<file path="src/rtl/uart_rx_pkg.sv">
// Shared types and constants for the UART receive frame sequencer.
package uart_rx_pkg;

  typedef enum logic [2:0] {
    IDLE   = 3'd0,
    START  = 3'd1,
    DATA   = 3'd2,
    PARITY = 3'd3,
    STOP   = 3'd4
  } rx_state_e;

  // The sampler's majority vote settles this many edges past mid-bit
  localparam int SAMPLE_DONE_OFS = 2;

  localparam int PRESCALE_8       = 8;
  localparam int PRESCALE_16      = 16;
  localparam int PRESCALE_32      = 32;
  localparam int PRESCALE_DEFAULT = PRESCALE_8;

endpackage

</file>
<file path="src/rtl/uart_rx_edge_bit_cnt.sv">
// Oversampling edge counter and bit counter.
// The edge counter wraps at 'last_edge'; the bit counter advances on each wrap when bit_en is set.
module uart_rx_edge_bit_cnt #(
  parameter int PRESCALE_WIDTH = 6,
  parameter int BIT_CNT_WIDTH  = 4
) (
  input  logic                      CLK,
  input  logic                      RST,
  input  logic                      clear,
  input  logic                      enable,
  input  logic                      bit_en,
  input  logic [PRESCALE_WIDTH-1:0] last_edge,
  output logic [PRESCALE_WIDTH-1:0] edge_cnt,
  output logic [BIT_CNT_WIDTH-1:0]  bit_cnt,
  output logic                      wrap
);

  // Greater-or-equal keeps the counter from running away if last_edge ever shrinks below it
  assign wrap = enable && (edge_cnt >= last_edge);

  always_ff @(posedge CLK or negedge RST) begin
    if (!RST) begin
      edge_cnt <= '0;
      bit_cnt  <= '0;
    end else if (clear) begin
      edge_cnt <= '0;
      bit_cnt  <= '0;
    end else if (enable) begin
      if (wrap) begin
        edge_cnt <= '0;
        if (bit_en) begin
          bit_cnt <= bit_cnt + 1'b1;
        end
      end else begin
        edge_cnt <= edge_cnt + 1'b1;
      end
    end
  end

endmodule

</file>
<file path="src/rtl/uart_rx_ctrl.sv">
// UART receive frame sequencer: walks START/DATA/PARITY/STOP, pulses the checker
// and deserializer enables, and reports each frame as valid or dropped.
module uart_rx_ctrl
  import uart_rx_pkg::*;
#(
  parameter int DATA_WIDTH     = 8,
  parameter int PRESCALE_WIDTH = 6
) (
  input  logic                      CLK,
  input  logic                      RST,
  input  logic                      RX_IN,
  input  logic                      PAR_EN,
  input  logic [PRESCALE_WIDTH-1:0] PRESCALE,
  input  logic                      STRT_GLITCH,
  input  logic                      PAR_ERR,
  input  logic                      STP_ERR,
  output logic [PRESCALE_WIDTH-1:0] EDGE_CNT,
  output logic                      DAT_SAMP_EN,
  output logic                      STRT_CHK_EN,
  output logic                      DESER_EN,
  output logic                      PAR_CHK_EN,
  output logic                      STP_CHK_EN,
  output logic                      DATA_VALID,
  output logic                      FRM_DROP
);

  localparam int BIT_CNT_WIDTH = $clog2(DATA_WIDTH + 1);

  rx_state_e                 state;
  logic [PRESCALE_WIDTH-1:0] prescale_q;
  logic                      par_en_q;
  logic [PRESCALE_WIDTH-1:0] eff_prescale;
  logic [PRESCALE_WIDTH-1:0] last_edge;
  logic [PRESCALE_WIDTH:0]   sample_done;
  logic [BIT_CNT_WIDTH-1:0]  bit_cnt;
  logic                      wrap;
  logic                      start_frame;
  logic                      pre_sample;
  logic                      cnt_en;
  logic                      bit_en;
  logic                      last_bit;

  // Timing is derived from the latched frame config; a zero prescale falls back to 8
  always_comb begin
    eff_prescale = (prescale_q == '0) ? PRESCALE_WIDTH'(PRESCALE_DEFAULT) : prescale_q;
    last_edge    = eff_prescale - 1'b1;
    sample_done  = (PRESCALE_WIDTH+1)'(eff_prescale >> 1) + (PRESCALE_WIDTH+1)'(SAMPLE_DONE_OFS);
    pre_sample   = (({1'b0, EDGE_CNT} + 1'b1) == sample_done) && !wrap;
    cnt_en       = (state != IDLE);
    bit_en       = (state == DATA);
    last_bit     = (bit_cnt == BIT_CNT_WIDTH'(DATA_WIDTH - 1));
    start_frame  = !RX_IN && ((state == IDLE) || ((state == STOP) && wrap));
  end

  uart_rx_edge_bit_cnt #(
    .PRESCALE_WIDTH (PRESCALE_WIDTH),
    .BIT_CNT_WIDTH  (BIT_CNT_WIDTH)
  ) u_cnt (
    .CLK       (CLK),
    .RST       (RST),
    .clear     (start_frame),
    .enable    (cnt_en),
    .bit_en    (bit_en),
    .last_edge (last_edge),
    .edge_cnt  (EDGE_CNT),
    .bit_cnt   (bit_cnt),
    .wrap      (wrap)
  );

  assign DAT_SAMP_EN = (state != IDLE);

  // Enables are set one edge early so the registered pulse lines up with EDGE_CNT == SAMPLE_DONE
  always_ff @(posedge CLK or negedge RST) begin
    if (!RST) begin
      state       <= IDLE;
      prescale_q  <= '0;
      par_en_q    <= 1'b0;
      STRT_CHK_EN <= 1'b0;
      DESER_EN    <= 1'b0;
      PAR_CHK_EN  <= 1'b0;
      STP_CHK_EN  <= 1'b0;
      DATA_VALID  <= 1'b0;
      FRM_DROP    <= 1'b0;
    end else begin
      STRT_CHK_EN <= 1'b0;
      DESER_EN    <= 1'b0;
      PAR_CHK_EN  <= 1'b0;
      STP_CHK_EN  <= 1'b0;
      DATA_VALID  <= 1'b0;
      FRM_DROP    <= 1'b0;
      if (start_frame) begin
        prescale_q <= PRESCALE;
        par_en_q   <= PAR_EN;
      end
      case (state)
        IDLE: begin
          if (!RX_IN) state <= START;
        end
        START: begin
          if (pre_sample) STRT_CHK_EN <= 1'b1;
          if (wrap) begin
            if (STRT_GLITCH) begin
              FRM_DROP <= 1'b1;
              state    <= IDLE;
            end else begin
              state <= DATA;
            end
          end
        end
        DATA: begin
          if (pre_sample) DESER_EN <= 1'b1;
          if (wrap && last_bit) state <= par_en_q ? PARITY : STOP;
        end
        PARITY: begin
          if (pre_sample) PAR_CHK_EN <= 1'b1;
          if (wrap) begin
            if (PAR_ERR) begin
              FRM_DROP <= 1'b1;
              state    <= IDLE;
            end else begin
              state <= STOP;
            end
          end
        end
        STOP: begin
          if (pre_sample) STP_CHK_EN <= 1'b1;
          if (wrap) begin
            if (STP_ERR) FRM_DROP   <= 1'b1;
            else         DATA_VALID <= 1'b1;
            state <= RX_IN ? IDLE : START;
          end
        end
        default: state <= IDLE;
      endcase
    end
  end

endmodule

</file>
<file path="config.mk">
export PLATFORM = sky130hd
export DESIGN_NAME = uart_rx_ctrl
export DESIGN_NICKNAME = d
export VERILOG_FILES = /design/src/rtl/uart_rx_pkg.sv /design/src/rtl/uart_rx_edge_bit_cnt.sv /design/src/rtl/uart_rx_ctrl.sv
export SDC_FILE = /design/constraint.sdc
export NUM_CORES = 1
export LEC_CHECK = 0
export BUFFER_PORTS_ARGS = -buffer_cell sky130_fd_sc_hd__buf_4
export CAP_MARGIN = 40
export CORE_UTILIZATION = 57
export CTS_CLUSTER_SIZE = 8
export DETAILED_ROUTE_END_ITERATION = 10
export PLACE_DENSITY = 0.8
export SYNTH_ARGS = -nofsm -noshare
export SYNTH_HDL_FRONTEND = slang
export SYNTH_HIERARCHICAL = 1
export SYNTH_SLANG_ARGS = --single-unit
</file>
<file path="constraint.sdc">
create_clock -name CLK -period 5.8 [get_ports CLK]
set_clock_uncertainty 0.15 [all_clocks]
set_input_delay 1.16 -clock CLK [delete_from_list [all_inputs] [get_ports CLK]]
set_output_delay 1.16 -clock CLK [all_outputs]
set_load 0.02 [all_outputs]
</file>
==> results of run 1 <==
==> layout by cell type (no fill, tap or decap), types with 3 or more instances in the layout <==
cell	netlist	final
and2_1	3	3
dfrtp_1	26	26
o21ai_0	12	12
a21o_1	3	3
nand3_1	8	8
a21oi_1	4	4
nor2b_1	4	4
clkbuf_4	0	3
nor2_1	13	13
xor2_1	4	4
nor3_1	7	7
mux2_2	4	4
nand2_1	24	24
xnor2_1	11	11
buf_4	0	26
ha_1	11	11
a211oi_1	3	3
mux2i_1	3	3
inv_1	14	14
==> worst max-delay path, delay by kind of cell, from the launching register on <==
kind | cells | cell delay (ns)
xor gates and xnor gates | 2 | 0.25
and+or+nand+nor | 8 | 1.38
AOI/OAI and AO/OA | 4 | 0.84
DFF | 1 | 0.44
buffers and inverters | 3 | 0.35
adders and majority gates | 3 | 0.74
==> worst max-delay path by stage <==
stage                   endpoint  slack, ns  cells past startpoint
2_1_floorplan  u_cnt/edge_cnt[5]       2.13                     20
3_3_place_gp   u_cnt/edge_cnt[5]       1.98                     20
3_5_place_dp   u_cnt/edge_cnt[5]       1.75                     20
4_1_cts        u_cnt/edge_cnt[5]       1.69                     20
5_1_grt        u_cnt/edge_cnt[5]       1.29                     20
6_report       u_cnt/edge_cnt[5]       1.58                     20
==> per-layer routing <==
| layer | up-vias | part of all wire (%) | track usage (%) |
|---|---|---|---|
| met5 | - | 0 | 0 |
| met4 | 0 | 0.78 | 6.80 |
| met3 | 6 | 5.0 | 3.79 |
| met2 | 49 | 50 | 40.9 |
| met1 | 706 | 44 | 35.8 |
| li1 | 712 | - | - |
==> final cells by class <==
cell class,instances,share of cell area (%)
Clock buffer,3,1.11
Clock inverter,1,1.48
Inverter,14,2.58
Multi-Input combinational cell,143,51.3
Sequential cell,26,32.0
Tap cell,31,1.91
Timing Repair Buffer,26,9.60
==> state kept, by name, indices dropped and copies added, names as in the netlist <==
| name | count |
|---|---|
| u_cnt/edge_cnt | 6 |
| STP_CHK_EN | 1 |
| DESER_EN | 1 |
| par_en_q | 1 |
| u_cnt/bit_cnt | 4 |
| prescale_q | 6 |
| state | 3 |
| FRM_DROP | 1 |
| PAR_CHK_EN | 1 |
| DATA_VALID | 1 |
| STRT_CHK_EN | 1 |
==> cells by family (layout without fill, tap and decap cells) <==
logic type,Yosys count,in the layout
AO/OA/AOI/OAI,33,33
flip-flops,26,26
buffers and inverters,22,44
multiplexers,10,10
XOR/XNOR,15,15
adder cells (fa/ha/maj),11,11
AND/OR/NAND/NOR,74,74
==> power by group <==
group / switching (mW) / internal (mW)
Sequential: 0.0989 / 0.232
Clock: 0.0585 / 0.0699
Combinational: 0.363 / 0.274
Total: 0.520 / 0.576
==> stage by stage <==
stage / hold WS, ns / utilization [%] / cell area [um2] / worst slack, ns / std cells
2_1_floorplan: 0.367 / - / 1780 / 2.13 / 191
3_3_place_gp: 0.397 / 69.4 / 1980 / 1.98 / 240
3_5_place_dp: 0.409 / 69.4 / 1980 / 1.75 / 240
4_1_cts: 0.438 / 71.3 / 2030 / 1.69 / 244
5_1_grt: 0.457 / 71.3 / 2030 / 1.29 / 244
6_report: 0.437 / 71.3 / 2030 / 1.58 / 244
==> results.py, run 1 <==
metrics = {
    "worst_setup_path": {
        "endpoint_kind": "flip-flop",
        "startpoint": "prescale_q[1]",
        "reg2reg_to": "u_cnt/edge_cnt[5]",
        "path_cells": "inv_1, ha_1, nor4b_1, nor2_1, ha_1, nand2_1, xnor2_1, inv_1, ha_1, o21a_1, nor2_1, nor2_2, and2_1, o21ai_0, nor2_1, buf_4, o2111ai_1, nor2_1, xnor2_1, a211oi_1",
        "crit_top_cell": "nor2_1",
        "arrival_ns": 4.31,
        "reg2regPathDepth": 20,
        "critPathMaxFanout": 23,
        "rrSetupSlack_ns": 1.58,
        "startpoint_type": "flip-flop",
        "setup.worst_path.class": "flip-flop to flip-flop",
        "worstReg2RegStart": "prescale_q[1]",
        "cp.required_ns": 5.89,
        "max_stage_delay_ns": 0.44,
        "cpMaxStageDelayCell": "dfrtp_1",
    },
    "logic_synthesis": {
        "async_reset_ff_share_pct": 100,
        "yosys_warnings": 6,
        "synth-main-ff-cell": "dfrtp_1",
        "synth_fa_ha_area_share_pct": 7.73,
        "ys_types": 45,
        "ys_ff_latch": 26,
        "synth_simple_gate_area_share_pct": 22.3,
        "synth_compound_area_share_pct": 14.8,
        "synth_area_um2": 1780,
        "synth_top_family_by_area": "simple AND/OR/NAND/NOR gates",
        "synth_top_area_share_pct": 36.5,
        "syn_inst": 191,
        "syn_avg_cell_area_um2": 9.32,
        "yosys-top-cells-count": "dfrtp_1, nand2_1, inv_1",
        "synth-seq-area-share_pct": 36.5,
        "synth_xor_area_share_pct": 7.38,
        "synthTopCellsByArea": "dfrtp_1, ha_1, xnor2_1",
        "yosys.area.top_type": "dfrtp_1",
        "synth_edf_count": 0,
        "synthMuxAreaShare_pct": 6.32,
        "syn_nets": 215,
        "yosysMostFrequentCell": "dfrtp_1",
    },
    "global_routing": {
        "grt_max_degree": 27,
        "grt_overflow": 0,
        "track_usage_pct": 25.3,
        "grt_pass1_wl_mm": 6.58,
        "antenna_found_initial": 0,
        "grt_pass1_vias": 1400,
    },
    "clock_tree": {
        "tritoncts": "built",
        "htreeDepth": 1,
        "cts_buffers": 3,
        "cts_root_buf": "clkbuf_4",
        "clock_latency_ns": 0.33,
        "cts.repair.resized": 0,
        "clock_sinks": 26,
        "clock_path_buffers": 2,
        "ctsHoldBuffers": 0,
        "cts.clk_slew.worst_paths_ns": 0.16,
        "post_cts_buffers": 0,
    },
    "timing": {
        "slew_violations": 0,
        "worst_pin_slew_ns": 0.453,
        "fin_crit_sh_pct": 72.8,
        "max_freq_mhz": 237,
        "slew_headroom_pct": 69.5,
        "rsz0062_at_grt": "no",
        "hold_viol": 0,
        "fin_crit_ns": 4.22,
        "setup_viol": 0,
        "tns_ns": 0,
    },
    "detailed_routing": {
        "viasPerCell": 6.04,
        "drc": 2,
        "drt_iter0_markers": 93,
        "avgRoutedWirePerCell_um": 15.8,
        "ant_nets": 0,
        "routed_wirelength_mm": 3.87,
        "via_count": 1473,
        "drtPass1Iterations": 7,
    },
    "floorplan": {
        "die_h_um": 57.9,
        "io_pins": 26,
        "start_util_pct": 62.4,
        "core_area_um2": 2850,
        "rows": 19,
        "die_w_um": 57.9,
        "dieArea_um2": 3350,
    },
    "run_status": {
        "status": "finished, violations left",
        "violations": "design-rule violations",
    },
    "power": {
        "p_leak_nw": 0.908,
        "fin_total_pwr_mw": 1.10,
        "powerDensity_nw_per_um2": 539,
        "irDropWorstVdd_v": 0.000422,
    },
    "finish": {
        "diodes": 0,
        "final_nets": 238,
        "drive_gt1_share_pct": 22.5,
        "regArea_um2": 651,
        "multi_input_comb_area_um2": 1040,
        "syn_to_final_growth_pct": 14.2,
        "fillers": 228,
    },
    "min_path": {
        "hold_path_class": "flip-flop to flip-flop",
        "holdPathStages": 1,
        "whs_endpoint": "par_en_q",
        "min_from": "par_en_q",
    },
    "place": {
        "post-dp-hpwl_mm": 2.89,
        "gp_congestion": 0.813,
        "portBuffers": 25,
    },
    "run": {
        "max_cap_violations": 0,
    },
}
No activity file was read; power rests on OpenSTA's default activity.
==> run 2, diff against run 1 <==
==> constraint.sdc (replaced) <==
create_clock -name CLK -period 3.9 [get_ports CLK]
set_clock_uncertainty 0.15 [all_clocks]
set_input_delay 0.78 -clock CLK [delete_from_list [all_inputs] [get_ports CLK]]
set_output_delay 0.78 -clock CLK [all_outputs]
set_load 0.02 [all_outputs]
==> run 2 against run 1 <==
  * The run still ends with design-rule violations left
  * Non-clock buffer count up 2
  * Worst hold slack worse by 0.27 ns
  * Critical path depth is 1 lower
  * Flip-flop and latch count did not move
==> results.py, run 2 (synthesis gave the netlist of run 1 again) <==
metrics = {
    "clock_tree": {
        "clock_path_buffers": 2,
        "clock_sinks": 26,
        "tritoncts": "built",
        "cts_root_buf": "clkbuf_4",
        "clock_latency_ns": 0.34,
        "htreeDepth": 1,
        "cts_buffers": 3,
        "cts.clk_slew.worst_paths_ns": 0.15,
    },
    "detailed_routing": {
        "via_count": 1463,
        "drt_iter0_markers": 62,
        "routed_wirelength_mm": 3.87,
        "drtPass1Iterations": 7,
        "viasPerCell": 5.95,
        "avgRoutedWirePerCell_um": 15.7,
        "ant_nets": 0,
        "drc": 2,
    },
    "finish": {
        "reg.largest.list": "prescale_q: 6 flops, u_cnt/edge_cnt: 6 flops, u_cnt/bit_cnt: 4 flops",
        "fillers": 241,
        "diodes": 0,
        "fin_cells": 246,
        "regArea_um2": 651,
        "drive_gt1_share_pct": 25.6,
        "final_nets": 240,
        "syn_to_final_growth_pct": 16.0,
        "multi_input_comb_area_um2": 1060,
        "fin_util_pct": 72.4,
        "mostFrequentLayoutCells": "buf_4, dfrtp_1, nand2_1, inv_1, nor2_1",
        "final_common_cell": "buf_4",
    },
    "global_routing": {
        "track_usage_pct": 27.0,
        "grt_overflow": 0,
        "grt_pass1_vias": 1471,
        "grt_max_degree": 27,
        "antenna_found_initial": 0,
        "grt_pass1_wl_mm": 6.89,
    },
    "floorplan": {
        "die_h_um": 57.9,
        "io_pins": 26,
        "rows": 19,
        "start_util_pct": 62.4,
        "core_area_um2": 2850,
        "dieArea_um2": 3350,
        "die_w_um": 57.9,
    },
    "worst_setup_path": {
        "crit_buf_inv": 2,
        "path_delay_family": "compound AO/OA/AOI/OAI gates",
        "endpoint_kind": "flip-flop",
        "setup.worst_path.class": "flip-flop to flip-flop",
        "arrival_ns": 3.72,
        "crit_top_cell": "nor2_1",
        "max_stage_delay_ns": 0.41,
        "cpMaxStageDelayCell": "dfrtp_1",
        "critPathMaxFanout": 7,
        "startpoint_type": "flip-flop",
        "path_cells": "inv_1, ha_2, nor4b_2, nor2_1, ha_1, nand2_1, xnor2_1, inv_1, ha_1, a2111oi_4, o21a_4, nor2_2, and2_2, o21ai_0, nor2_1, o2111ai_2, nor2_1, xnor2_1, a211oi_1",
        "cp.required_ns": 4.01,
    },
    "timing": {
        "slew_violations": 0,
        "setup_viol": 0,
        "max_freq_mhz": 277,
        "fin_crit_sh_pct": 92.6,
        "rsz0062_at_grt": "yes",
        "fin_crit_ns": 3.61,
        "tns_ns": 0,
        "slew_headroom_pct": 66.0,
        "hold_viol": 0,
        "worst_pin_slew_ns": 0.504,
    },
    "place": {
        "gp_congestion": 0.821,
        "portBuffers": 25,
        "post-dp-hpwl_mm": 2.98,
        "dp.cells": 242,
    },
    "run_status": {
        "status": "finished, violations left",
        "violations": "design-rule violations",
    },
    "min_path": {
        "hold_path_class": "input port to asynchronous set/reset pin",
    },
    "power": {
        "fin_total_pwr_mw": 1.66,
        "powerDensity_nw_per_um2": 804,
        "p_leak_nw": 0.918,
        "irDropWorstVdd_v": 0.000448,
    },
    "run": {
        "max_cap_violations": 0,
    },
}
[run 2: path summary, 6_finish.rpt]
| path | startpoint | endpoint | slack [ns] | cells after the start |
|---|---|---|---|---|
| max | prescale_q[0] | u_cnt/edge_cnt[5] | 0.29 | 19 |
| min | RST | PAR_CHK_EN | 0.17 | 1 |
| max reg2reg | prescale_q[0] | u_cnt/edge_cnt[5] | 0.29 | 19 |
| min reg2reg | par_en_q | par_en_q | 0.43 | 1 |
| max in group asynchronous | RST | u_cnt/edge_cnt[5] | 3.19 | 1 |
| min in group CLK | par_en_q | par_en_q | 0.43 | 1 |
[run 2: worst reg2reg max path, stage by stage (launching register included)]
cell and delay, ns:
dfrtp_1 0.41, inv_1 0.10, ha_2 0.23, nor4b_2 0.21
nor2_1 0.09, ha_1 0.21, nand2_1 0.08, xnor2_1 0.13
inv_1 0.06, ha_1 0.23, a2111oi_4 0.21, o21a_4 0.21
nor2_2 0.08, and2_2 0.24, o21ai_0 0.16, nor2_1 0.09
o2111ai_2 0.21, nor2_1 0.09, xnor2_1 0.13, a211oi_1 0.20
[run 2: final cells by class]
cell class | count | area share, %
repair buffers | 28 | 10.2
flip-flops and latches | 26 | 31.5
multi-input cells | 143 | 51.3
clock buffers | 3 | 1.09
clock inverters | 1 | 1.45
well taps | 31 | 1.88
inverters | 14 | 2.55
[run 2: power by group]
part / switching [mW] / internal, mW
Clock: 0.0873 / 0.104
Combinational: 0.545 / 0.432
Sequential: 0.148 / 0.344
[run 2: repair_timing]
action / CTS / global route
hold buffers: 0 / 0
gates resized for setup: 0 / 5
endpoints found under the setup margin: 0 / 15
hold endpoints to repair: 0 / 0
buffers inserted: 0 / 0
[run 2: stage by stage]
stage	hold WS, ns	setup slack, ns	instance area, um2
floorplan	0.334	0.225	1780
global placement	0.397	0.402	2000
detailed placement	0.404	0.128	2000
CTS	0.175	0.144	2050
global route	0.187	-0.0169	2060
finish	0.168	0.289	2060
[run 2: layer usage]
metal	up-vias	wire (um)	track usage, %
met1	697	1640	36.9
met2	46	1980	44.7
li1	714	-	-
met5	-	0	0
met4	0	52	10.2
met3	6	199	2.46
